`config.mk`:
```
export PLATFORM = sky130hd
export DESIGN_NAME = bcd_countdown_timer
export DESIGN_NICKNAME = d
export VERILOG_FILES = /design/src/rtl/bcd_countdown_timer.sv
export SDC_FILE = /design/constraint.sdc
export NUM_CORES = 1
export LEC_CHECK = 0
export BUFFER_PORTS_ARGS = -buffer_cell sky130_fd_sc_hd__buf_4
export CAP_MARGIN = 20
export CORE_ASPECT_RATIO = 0.8
export CORE_MARGIN = 10
export CORE_UTILIZATION = 45
export DETAILED_ROUTE_END_ITERATION = 12
export PLACE_DENSITY = 0.78
export SLEW_MARGIN = 20
export SYNTH_ARGS = -nofsm -noshare
export SYNTH_HDL_FRONTEND = slang
export SYNTH_SLANG_ARGS = --single-unit
export TNS_END_PERCENT = 20
```
`constraint.sdc`:
```
create_clock -name clk -period 3.2 [get_ports clk]
set_input_delay 0 -clock clk [delete_from_list [all_inputs] [get_ports clk]]
set_output_delay 0 -clock clk [all_outputs]
set_load 0.005 [all_outputs]
```
`src/rtl/bcd_countdown_timer.sv`:
```
// Multi-digit BCD countdown timer with run/pause/done control.
// Optional auto-reload gives repeating periods of the loaded length.
module bcd_countdown_timer #(
  parameter int DIGITS = 4
) (
  input  logic                  clk,
  input  logic                  rst,
  input  logic                  clear,
  input  logic                  load,
  input  logic [4*DIGITS-1:0]   load_val,
  input  logic                  start,
  input  logic                  pause,
  input  logic                  tick,
  input  logic                  reload_en,
  output logic [4*DIGITS-1:0]   count,
  output logic                  running,
  output logic                  done,
  output logic                  expired,
  output logic                  zero
);

  localparam int W = 4 * DIGITS;

  typedef enum logic [1:0] {
    IDLE,
    RUN,
    PAUSE,
    DONE
  } state_t;

  state_t         state;
  logic [W-1:0]   reload;
  logic [W-1:0]   sat_val;
  logic [W-1:0]   dec_val;
  logic           is_one;

  always_comb begin
    sat_val = load_val;
    for (int i = 0; i < DIGITS; i++) begin
      if (load_val[4*i +: 4] > 4'd9)
        sat_val[4*i +: 4] = 4'd9;
    end
  end

  // Borrow ripples upward: a zero digit becomes 9 and keeps borrowing.
  always_comb begin
    logic borrow;
    dec_val = count;
    borrow  = 1'b1;
    for (int i = 0; i < DIGITS; i++) begin
      if (borrow) begin
        if (count[4*i +: 4] == 4'd0) begin
          dec_val[4*i +: 4] = 4'd9;
        end else begin
          dec_val[4*i +: 4] = count[4*i +: 4] - 4'd1;
          borrow = 1'b0;
        end
      end
    end
  end

  assign is_one  = (count == W'(1));
  assign zero    = (count == '0);
  assign running = (state == RUN);
  assign done    = (state == DONE);

  always_ff @(posedge clk or negedge rst) begin
    if (!rst) begin
      state   <= IDLE;
      count   <= '0;
      reload  <= '0;
      expired <= 1'b0;
    end else begin
      expired <= 1'b0;
      if (clear) begin
        state  <= IDLE;
        count  <= '0;
        reload <= '0;
      end else if (load) begin
        state  <= IDLE;
        count  <= sat_val;
        reload <= sat_val;
      end else begin
        unique case (state)
          IDLE: begin
            if (start && !zero)
              state <= RUN;
          end
          RUN: begin
            if (pause) begin
              state <= PAUSE;
            end else if (tick && !zero) begin
              if (is_one) begin
                expired <= 1'b1;
                if (reload_en && reload != '0) begin
                  count <= reload;
                end else begin
                  count <= '0;
                  state <= DONE;
                end
              end else begin
                count <= dec_val;
              end
            end
          end
          PAUSE: begin
            if (start)
              state <= RUN;
          end
          DONE: begin
          end
          default: state <= IDLE;
        endcase
      end
    end
  end

endmodule

```
==> results of run 1 <==
## registers in the layout, indices dropped and copies added (netlist names)
| register | cells |
|---|---|
| expired | 1 |
| state | 2 |
| count | 16 |
| reload | 16 |
## per-stage QoR
step | utilization | power, mW
after floorplan | - | 0.733
after global placement | 0.543 | 0.870
after detailed placement | 0.543 | 0.874
after CTS | 0.577 | 1.24
after global routing | 0.577 | 1.31
final | 0.577 | 1.24
## worst max-delay path: stages (launching register included)
cell and delay (ns):
dfrtp_1 0.41, inv_1 0.13, ha_1 0.20, nor3b_1 0.58, nand4_1 0.31, nand2_1 0.27
o21ai_2 0.14, mux2_1 0.35
## routing by layer
metal	share of wire	GRT usage	wire length (µm)	vias to the layer above
met5	0	0	0	-
met1	0.46	0.207	2920	1020
met4	0.018	0.0526	114	0
li1	-	-	-	1059
met2	0.44	0.220	2770	87
met3	0.077	0.0401	486	14
## logic make-up after synthesis
kind of cell / count (synthesis)
flops: 35
fa+ha+maj: 8
xor+xnor: 3
mux: 14
buf+inv: 32
simple gates: 87
compound gates: 78
## area by class of cell
type / instances / area [µm²]
fillers: 449 / 2120
multi-input cells: 190 / 1330
flip-flops and latches: 35 / 876
repair buffers: 53 / 415
clock buffers: 8 / 100
inverters: 23 / 86.3
well taps: 62 / 77.6
## report_power, final
group / total [mW] / leakage [nW] / internal (mW) / switching [mW]
Clock: 0.360 / 0.0515 / 0.196 / 0.163
Sequential: 0.522 / 0.464 / 0.477 / 0.0451
Combinational: 0.355 / 0.764 / 0.172 / 0.182
## cells in the mapped netlist, drive strengths merged, types with 8 or more instances
library cell	count	area [µm²]
dfrtp	35	876
nand2b	10	62.6
a21oi	20	100
nor2	12	45.0
mux2	12	135
inv	23	86.3
ha	8	100
nand2	11	41.3
a31oi	13	81.3
o21ai	16	83.8
## repair_timing
item / CTS / global route
endpoints found under the hold margin: 41 / 0
gates resized for setup: 0 / 0
hold buffers: 7 / 0
## final timing paths
check,to,slack (ns)
min in group asynchronous,reload[3]$_DFFE_PN0N_,0.20
max reg2reg,count[4]$_DFFE_PN0P_,0.68
max,count[4]$_DFFE_PN0P_,0.68
min reg2reg,reload[8]$_DFFE_PN0N_,0.52
max in group asynchronous,count[10]$_DFFE_PN0P_,2.67
min,state[0]$_DFFE_PN0P_,0.009
==> impl_metrics.json, run 1 <==
{
  "fp.dieH_um": 84.4,
  "finalCritPeriodShare": 0.786,
  "ctsLongestPathBuffers": 2,
  "worstRegToRegCells": 7,
  "hold_violations": 0,
  "clock_latency_ns": 0.29,
  "dp_hpwl_um": 4680,
  "fin_hold_ws_ns": 0.00870,
  "fin_tns_setup_ns": 0,
  "rsz0062_at_grt": "false",
  "async_reset_ff_frac": 1.00,
  "cts_setup_buffers": 0,
  "netlist_instances": 257,
  "drc": 0,
  "clk_pin_slew_worst_paths_ns": 0.07,
  "ys.flop_type": "dfrtp_1",
  "synth.mux.area_fraction": 0.0666,
  "gp_congestion": 0.962,
  "postLayoutCellArea_um2": 2890,
  "ant_nets": 0,
  "io_buffers": 43,
  "numCtsBuffers": 5,
  "hold_path_depth": 3,
  "synthXorXnorAreaFrac": 0.0113,
  "drt_iter0_markers": 208,
  "diodes": 0,
  "worstSetupEndpointType": "flop",
  "die_w_um": 100,
  "timing.final.ws_setup_ns": 0.684,
  "hp-start": "start",
  "finalCriticalPeriod_ns": 2.52,
  "synth_top_family_by_area": "simple AND/OR/NAND/NOR gates",
  "grt_pass1_wl_um": 10600,
  "drive_gt1_frac": 0.210,
  "avgViaCountPerCell": 5.88,
  "leakage_nw": 1.28,
  "final_cell_mix": "buf_4, dfrtp_1, inv_1",
  "grt_max_degree": 52,
  "ctsHtreeMaxLevel": 2,
  "relSlewSlack": 0.290,
  "synthAdderAreaFrac": 0.0430,
  "synthesis.nets": 289,
  "start_kind": "flop",
  "area_growth_pct": 24.0,
  "die_area_um2": 8470,
  "cts_tree": "done",
  "wl_per_cell_um": 17.0,
  "hp-class": "in2reg",
  "placed_area_um2": 2720,
  "ys_seq_area_frac": 0.376,
  "io_pins": 44,
  "place_inst": 356,
  "required_ns": 3.38,
  "yosysUniqueCellTypes": 51,
  "core_area_um2": 5010,
  "clock_skew_ns": 0.00314,
  "synth-compound-area-share": 0.218,
  "preCtsSetupSlack_ns": 0.742,
  "critPathArrivalTime_ns": 2.69,
  "worstSetupStartpoint": "count[12]$_DFFE_PN0P_",
  "finalNonFillerCells": 371,
  "ys_ff_latch": 35,
  "cap_violations": 0,
  "root_buffer": "clkbuf_8",
  "status": "finished, final reports clean",
  "max_freq_ghz": 0.398,
  "crit_type": "reg2reg",
  "cts.sink_count": 35,
  "finalWirelength_um": 6300,
  "setup_viol": 0,
  "r2r_start": "count[12]$_DFFE_PN0P_",
  "ir_drop_mv": 0.236,
  "final_common_cell": "buf_4",
  "powerDensity_nw_per_um2": 428,
  "first_pass_iters": 4,
  "via_count": 2180,
  "worst-path-max-fanout": 6,
  "antenna_found_initial": 0,
  "synth_warnings": 0,
  "netlist_area_um2": 2330,
  "grt-ovfl-total": 0,
  "nNetsFinal": 340,
  "track_usage": 0.151,
  "synth-simple-area-share": 0.233,
  "drv_slew": 0,
  "initial_core_util": 0.465,
  "worst-slew-pin-transition_ns": 1.05,
  "avgSynthCellArea_um2": 9.07,
  "synth_edf_count": 0,
  "rows": 23,
  "grt_pass1_vias": 2145
}
(Power assumes the default switching activity.)
==> inputs of run 2 (changes only) <==
--- a/config.mk
+++ b/config.mk
@@ -11,7 +11,7 @@
 export CORE_MARGIN = 10
 export CORE_UTILIZATION = 45
 export DETAILED_ROUTE_END_ITERATION = 12
-export PLACE_DENSITY = 0.78
+export PLACE_DENSITY = 0.81
 export SLEW_MARGIN = 20
 export SYNTH_ARGS = -nofsm -noshare
 export SYNTH_HDL_FRONTEND = slang
==> constraint.sdc (replaced) <==
create_clock -name clk -period 2.2 [get_ports clk]
set_input_delay 0 -clock clk [delete_from_list [all_inputs] [get_ports clk]]
set_output_delay 0 -clock clk [all_outputs]
set_load 0.005 [all_outputs]
==> impl_metrics.json, run 2 (synthesis results as in run 1) <==
{
  "wl_per_cell_um": 18.4,
  "drc": 0,
  "rsz0062_at_grt": "true",
  "finalCritPeriodShare": 1.07,
  "p_comb_frac": 0.385,
  "grt_pass1_wl_um": 11900,
  "postLayoutCellArea_um2": 3370,
  "io_buffers": 43,
  "die_w_um": 100,
  "grt-ovfl-total": 0,
  "ctsLongestPathBuffers": 2,
  "powerDensity_nw_per_um2": 611,
  "fin_hold_ws_ns": 0.00321,
  "critPathArrivalTime_ns": 2.53,
  "final_cell_mix": "buf_4, dfrtp_1, a21oi_1",
  "start_kind": "flop",
  "slowest_stage": "or3b_4",
  "first_pass_iters": 6,
  "leakage_nw": 1.54,
  "status": "finished, violations left",
  "clock_latency_ns": 0.30,
  "avgViaCountPerCell": 6.18,
  "cpPeakStageDelay_ns": 0.42,
  "timing.final.ws_setup_ns": -0.149,
  "worstSetupEndpointType": "flop",
  "track_usage": 0.169,
  "ant_nets": 0,
  "final_common_cell": "buf_4",
  "worstRegToRegCells": 8,
  "drt_iter0_markers": 233,
  "worstSetupStartpoint": "count[13]$_DFFE_PN0P_",
  "r2r_start": "count[13]$_DFFE_PN0P_",
  "switching_share": 0.324,
  "die_area_um2": 8470,
  "crit_path_cell_trace": "inv_2 > ha_4 > or3b_4 > nor4b_2 > a21oi_1 > o21ai_1 > buf_4 > mux2_2",
  "cap_violations": 0,
  "worst-path-stages": 8,
  "rrSetupSlack_ns": -0.15,
  "violations": "negative setup slack",
  "nNetsFinal": 384,
  "worst-slew-pin-transition_ns": 0.582,
  "cts_tree": "done",
  "fp.dieH_um": 84.4,
  "max_freq_ghz": 0.426,
  "relSlewSlack": 0.610,
  "cts.sink_count": 35,
  "antenna_found_initial": 0,
  "crit_type": "reg2reg",
  "grt_max_degree": 40,
  "initial_core_util": 0.465,
  "drive_gt1_frac": 0.394,
  "finalNonFillerCells": 415,
  "top_regs": "count: 16 flops, reload: 16 flops, state: 2 flops",
  "drv_slew": 0,
  "numCtsBuffers": 5,
  "hold_violations": 0,
  "dp_hpwl_um": 5230,
  "crit_family": "simple AND/OR/NAND/NOR gates",
  "clk_pin_slew_worst_paths_ns": 0.08,
  "path_buf_inv": 2,
  "root_buffer": "clkbuf_8",
  "finalCriticalPeriod_ns": 2.35,
  "setup_viol": 12,
  "diodes": 0,
  "hp-class": "in2reg",
  "area_growth_pct": 44.5,
  "switching_power_mw": 0.667,
  "finalWirelength_um": 7630,
  "place_inst": 393,
  "worst-path-max-fanout": 4,
  "endpoint": "count[10]$_DFFE_PN0P_",
  "grt_pass1_vias": 2410,
  "intPower_mw": 1.39,
  "core_area_um2": 5010,
  "placed_area_um2": 3040,
  "clock_skew_ns": 0.00894,
  "rows": 23,
  "ir_drop_mv": 0.348,
  "io_pins": 44,
  "via_count": 2566,
  "p_clk_frac": 0.259,
  "ctsHtreeMaxLevel": 2,
  "reg2reg_to": "count[10]$_DFFE_PN0P_",
  "gp_congestion": 0.871,
  "required_ns": 2.38,
  "pwr-share-seq": 0.356
}
==> run 2: cell types whose count changed in the layout (fill, tap and decap cells not counted), sizes merged <==
cell and change:
buf +48, dlygate4sd3 -4
==> run 2: per-stage QoR <==
step	power [mW]	utilization	TNS, ns	setup slack [ns]
6_report	2.06	0.672	-1.17	-0.149
5_1_grt	2.17	0.672	-2.12	-0.208
4_1_cts	1.99	0.649	-0.0905	-0.0457
3_5_place_dp	1.43	0.606	-0.526	-0.0967
3_3_place_gp	1.41	0.606	-0.0113	-0.0113
2_1_floorplan	1.08	-	-0.00991	-0.00991
==> run 2: power by group through the flow <==
stage               sequential [mW]  combinational [mW]  clock (mW)
floorplan                     0.759               0.322           0
global placement              0.739               0.669           0
detailed placement            0.741               0.685           0
CTS                           0.730               0.732       0.533
global route                  0.738               0.859       0.572
finish                        0.733               0.792       0.532
==> run 2: repair_timing <==
item | CTS | global route
endpoints found under the hold margin | 38 | 0
pin swaps | 6 | 10
hold buffers | 3 | 0
setup endpoints to repair | 13 | 16
gates resized for setup | 11 | 16
buffers inserted | 5 | 6
==> run 2: per-layer routing <==
metal | part of all wire | vias up | GRT usage
met5 | 0 | - | 0
met4 | 0.029 | 0 | 0.0487
met3 | 0.11 | 40 | 0.0475
met2 | 0.45 | 171 | 0.267
met1 | 0.41 | 1203 | 0.219
li1 | - | 1152 | -
==> run 2: layout make-up <==
cell class                      instances  area [µm²]
Fill cell                             409        1640
Timing Repair Buffer                   97         759
Clock buffer                            8         100
Multi-Input combinational cell        190        1470
Sequential cell                        35         876
Tap cell                               62        77.6
Inverter                               23        86.3
==> run 2: worst min-delay path by stage <==
stage                             from                endpoint  slack (ns)  cells past startpoint
after CTS                 load_val[11]  reload[11]$_DFFE_PN0N_      0.0006                      3
final                            start    state[0]$_DFFE_PN0P_       0.003                      3
after global routing              tick       expired$_DFF_PN0_        0.02                      3
after floorplan                    rst    count[0]$_DFFE_PN0P_       -0.30                      0
after global placement             rst    count[8]$_DFFE_PN0P_       -0.02                      1
after detailed placement           rst   count[10]$_DFFE_PN0P_       -0.01                      1
==> run 2: worst reg2reg max path, stage by stage, from the launching register on <==
cell	delay, ns
dfrtp_1	0.39
inv_2	0.09
ha_4	0.13
or3b_4	0.42
nor4b_2	0.40
a21oi_1	0.12
o21ai_1	0.19
buf_4	0.17
mux2_2	0.34
==> inputs of run 3 (changes only) <==
--- a/config.mk
+++ b/config.mk
@@ -12,6 +12,7 @@
 export CORE_UTILIZATION = 45
 export DETAILED_ROUTE_END_ITERATION = 12
 export PLACE_DENSITY = 0.81
+export SKIP_CTS_REPAIR_TIMING = 1
 export SLEW_MARGIN = 20
 export SYNTH_ARGS = -nofsm -noshare
 export SYNTH_HDL_FRONTEND = slang
==> impl_metrics.json, run 3 (synthesis results as in run 1) <==
{
  "status": "finished, violations left",
  "violations": "negative setup slack",
  "setup_viol": 3,
  "nFillCells": 423,
  "grt_max_degree": 40,
  "final_common_cell": "buf_4",
  "preCtsSetupSlack_ns": -0.0967,
  "cts_tree": "done",
  "worst-slew-pin-transition_ns": 0.546,
  "ant_nets": 0,
  "io_pins": 44,
  "ctsHtreeMaxLevel": 2,
  "clock_skew_ns": 0.00738,
  "gp_congestion": 0.871,
  "hold_violations": 0,
  "drc": 0,
  "grt_pass1_vias": 2350,
  "top_regs": "count: 16 flops, reload: 16 flops, state: 2 flops",
  "core_area_um2": 5010,
  "powerDensity_nw_per_um2": 613,
  "grt-ovfl-total": 0,
  "finalCritPeriodShare": 1.03,
  "io_buffers": 43,
  "nNetsFinal": 378,
  "finalNonFillerCells": 409,
  "crit_type": "reg2reg",
  "finalCriticalPeriod_ns": 2.27,
  "place_inst": 393,
  "rsz0062_at_grt": "true",
  "dp_hpwl_um": 5230,
  "diodes": 0,
  "critPathArrivalTime_ns": 2.45,
  "die_area_um2": 8470,
  "worst-path-max-fanout": 5,
  "antenna_found_initial": 0,
  "finalWirelength_um": 7240,
  "drt_iter0_markers": 241,
  "max_freq_ghz": 0.441,
  "initial_core_util": 0.465,
  "via_count": 2456,
  "ctsLongestPathBuffers": 2,
  "hp-class": "in2reg",
  "drv_slew": 0,
  "relSlewSlack": 0.635,
  "grt_pass1_wl_um": 11600,
  "worstSetupEndpointType": "flop",
  "final_cell_mix": "buf_4, dfrtp_1, a21oi_1",
  "start_kind": "flop",
  "leakage_nw": 1.51,
  "rows": 23,
  "root_buffer": "clkbuf_8",
  "area_growth_pct": 41.6,
  "clk_pin_slew_worst_paths_ns": 0.08,
  "cts.sink_count": 35,
  "ir_drop_mv": 0.366,
  "timing.final.ws_setup_ns": -0.0696,
  "drive_gt1_frac": 0.383,
  "fp.dieH_um": 84.4,
  "clock_latency_ns": 0.30,
  "numCtsBuffers": 5,
  "required_ns": 2.38,
  "avgViaCountPerCell": 6.00,
  "cap_violations": 0,
  "track_usage": 0.166,
  "first_pass_iters": 5,
  "die_w_um": 100,
  "wl_per_cell_um": 17.7
}
[run 3: worst paths after layout]
kind / end / slack (ns) / from / cells after the start
max: count[7]$_DFFE_PN0P_ / -0.07 / count[13]$_DFFE_PN0P_ / 7
min: expired$_DFF_PN0_ / 0.003 / tick / 3
max reg2reg: count[7]$_DFFE_PN0P_ / -0.07 / count[13]$_DFFE_PN0P_ / 7
min reg2reg: reload[12]$_DFFE_PN0N_ / 0.54 / reload[12]$_DFFE_PN0N_ / 1
max in group asynchronous: reload[0]$_DFFE_PN0N_ / 1.68 / rst / 2
min in group asynchronous: count[10]$_DFFE_PN0P_ / 0.20 / rst / 2
[run 3: metal layers]
metal | up-vias | GRT usage | share of wire | wire length (µm)
met5 | - | 0 | 0 | 0
met1 | 1171 | 0.213 | 0.44 | 3210
met2 | 130 | 0.258 | 0.46 | 3320
met3 | 18 | 0.0475 | 0.083 | 600
met4 | 0 | 0.0564 | 0.015 | 107
li1 | 1137 | - | - | -
[run 3: cell type report]
| class | count | area, µm² | share of cell area |
|---|---|---|---|
| multi-input cells | 190 | 1450 | 0.439 |
| clock buffers | 8 | 100 | 0.0303 |
| flip-flops and latches | 35 | 876 | 0.265 |
| well taps | 62 | 77.6 | 0.0235 |
| repair buffers | 91 | 712 | 0.216 |
| inverters | 23 | 86.3 | 0.0262 |
[run 3: where the power goes]
part           switching, mW  internal, mW
logic                  0.361         0.395
clock network          0.247         0.286
registers             0.0400         0.693
[run 3: metrics by stage]
step                      hold slack, ns   TNS, ns  area, µm²  power, mW  utilization
final                            0.00267    -0.144       3300       2.02        0.659
after global placement           -0.0208   -0.0113       3040       1.41        0.606
after floorplan                   -0.296  -0.00991       2360       1.08            -
after CTS                         -0.333    -0.718       3140       1.95        0.626
after detailed placement         -0.0147    -0.526       3040       1.43        0.606
after global routing              0.0133     -1.00       3300       2.14        0.659
[run 3: worst max-delay path, stage by stage (launching register included)]
cell and delay (ns):
dfrtp_1 0.39, inv_2 0.09, ha_4 0.14, or3b_4 0.42, or4_4 0.60, a221oi_2 0.22, a211oi_2 0.05, mux2_4 0.26
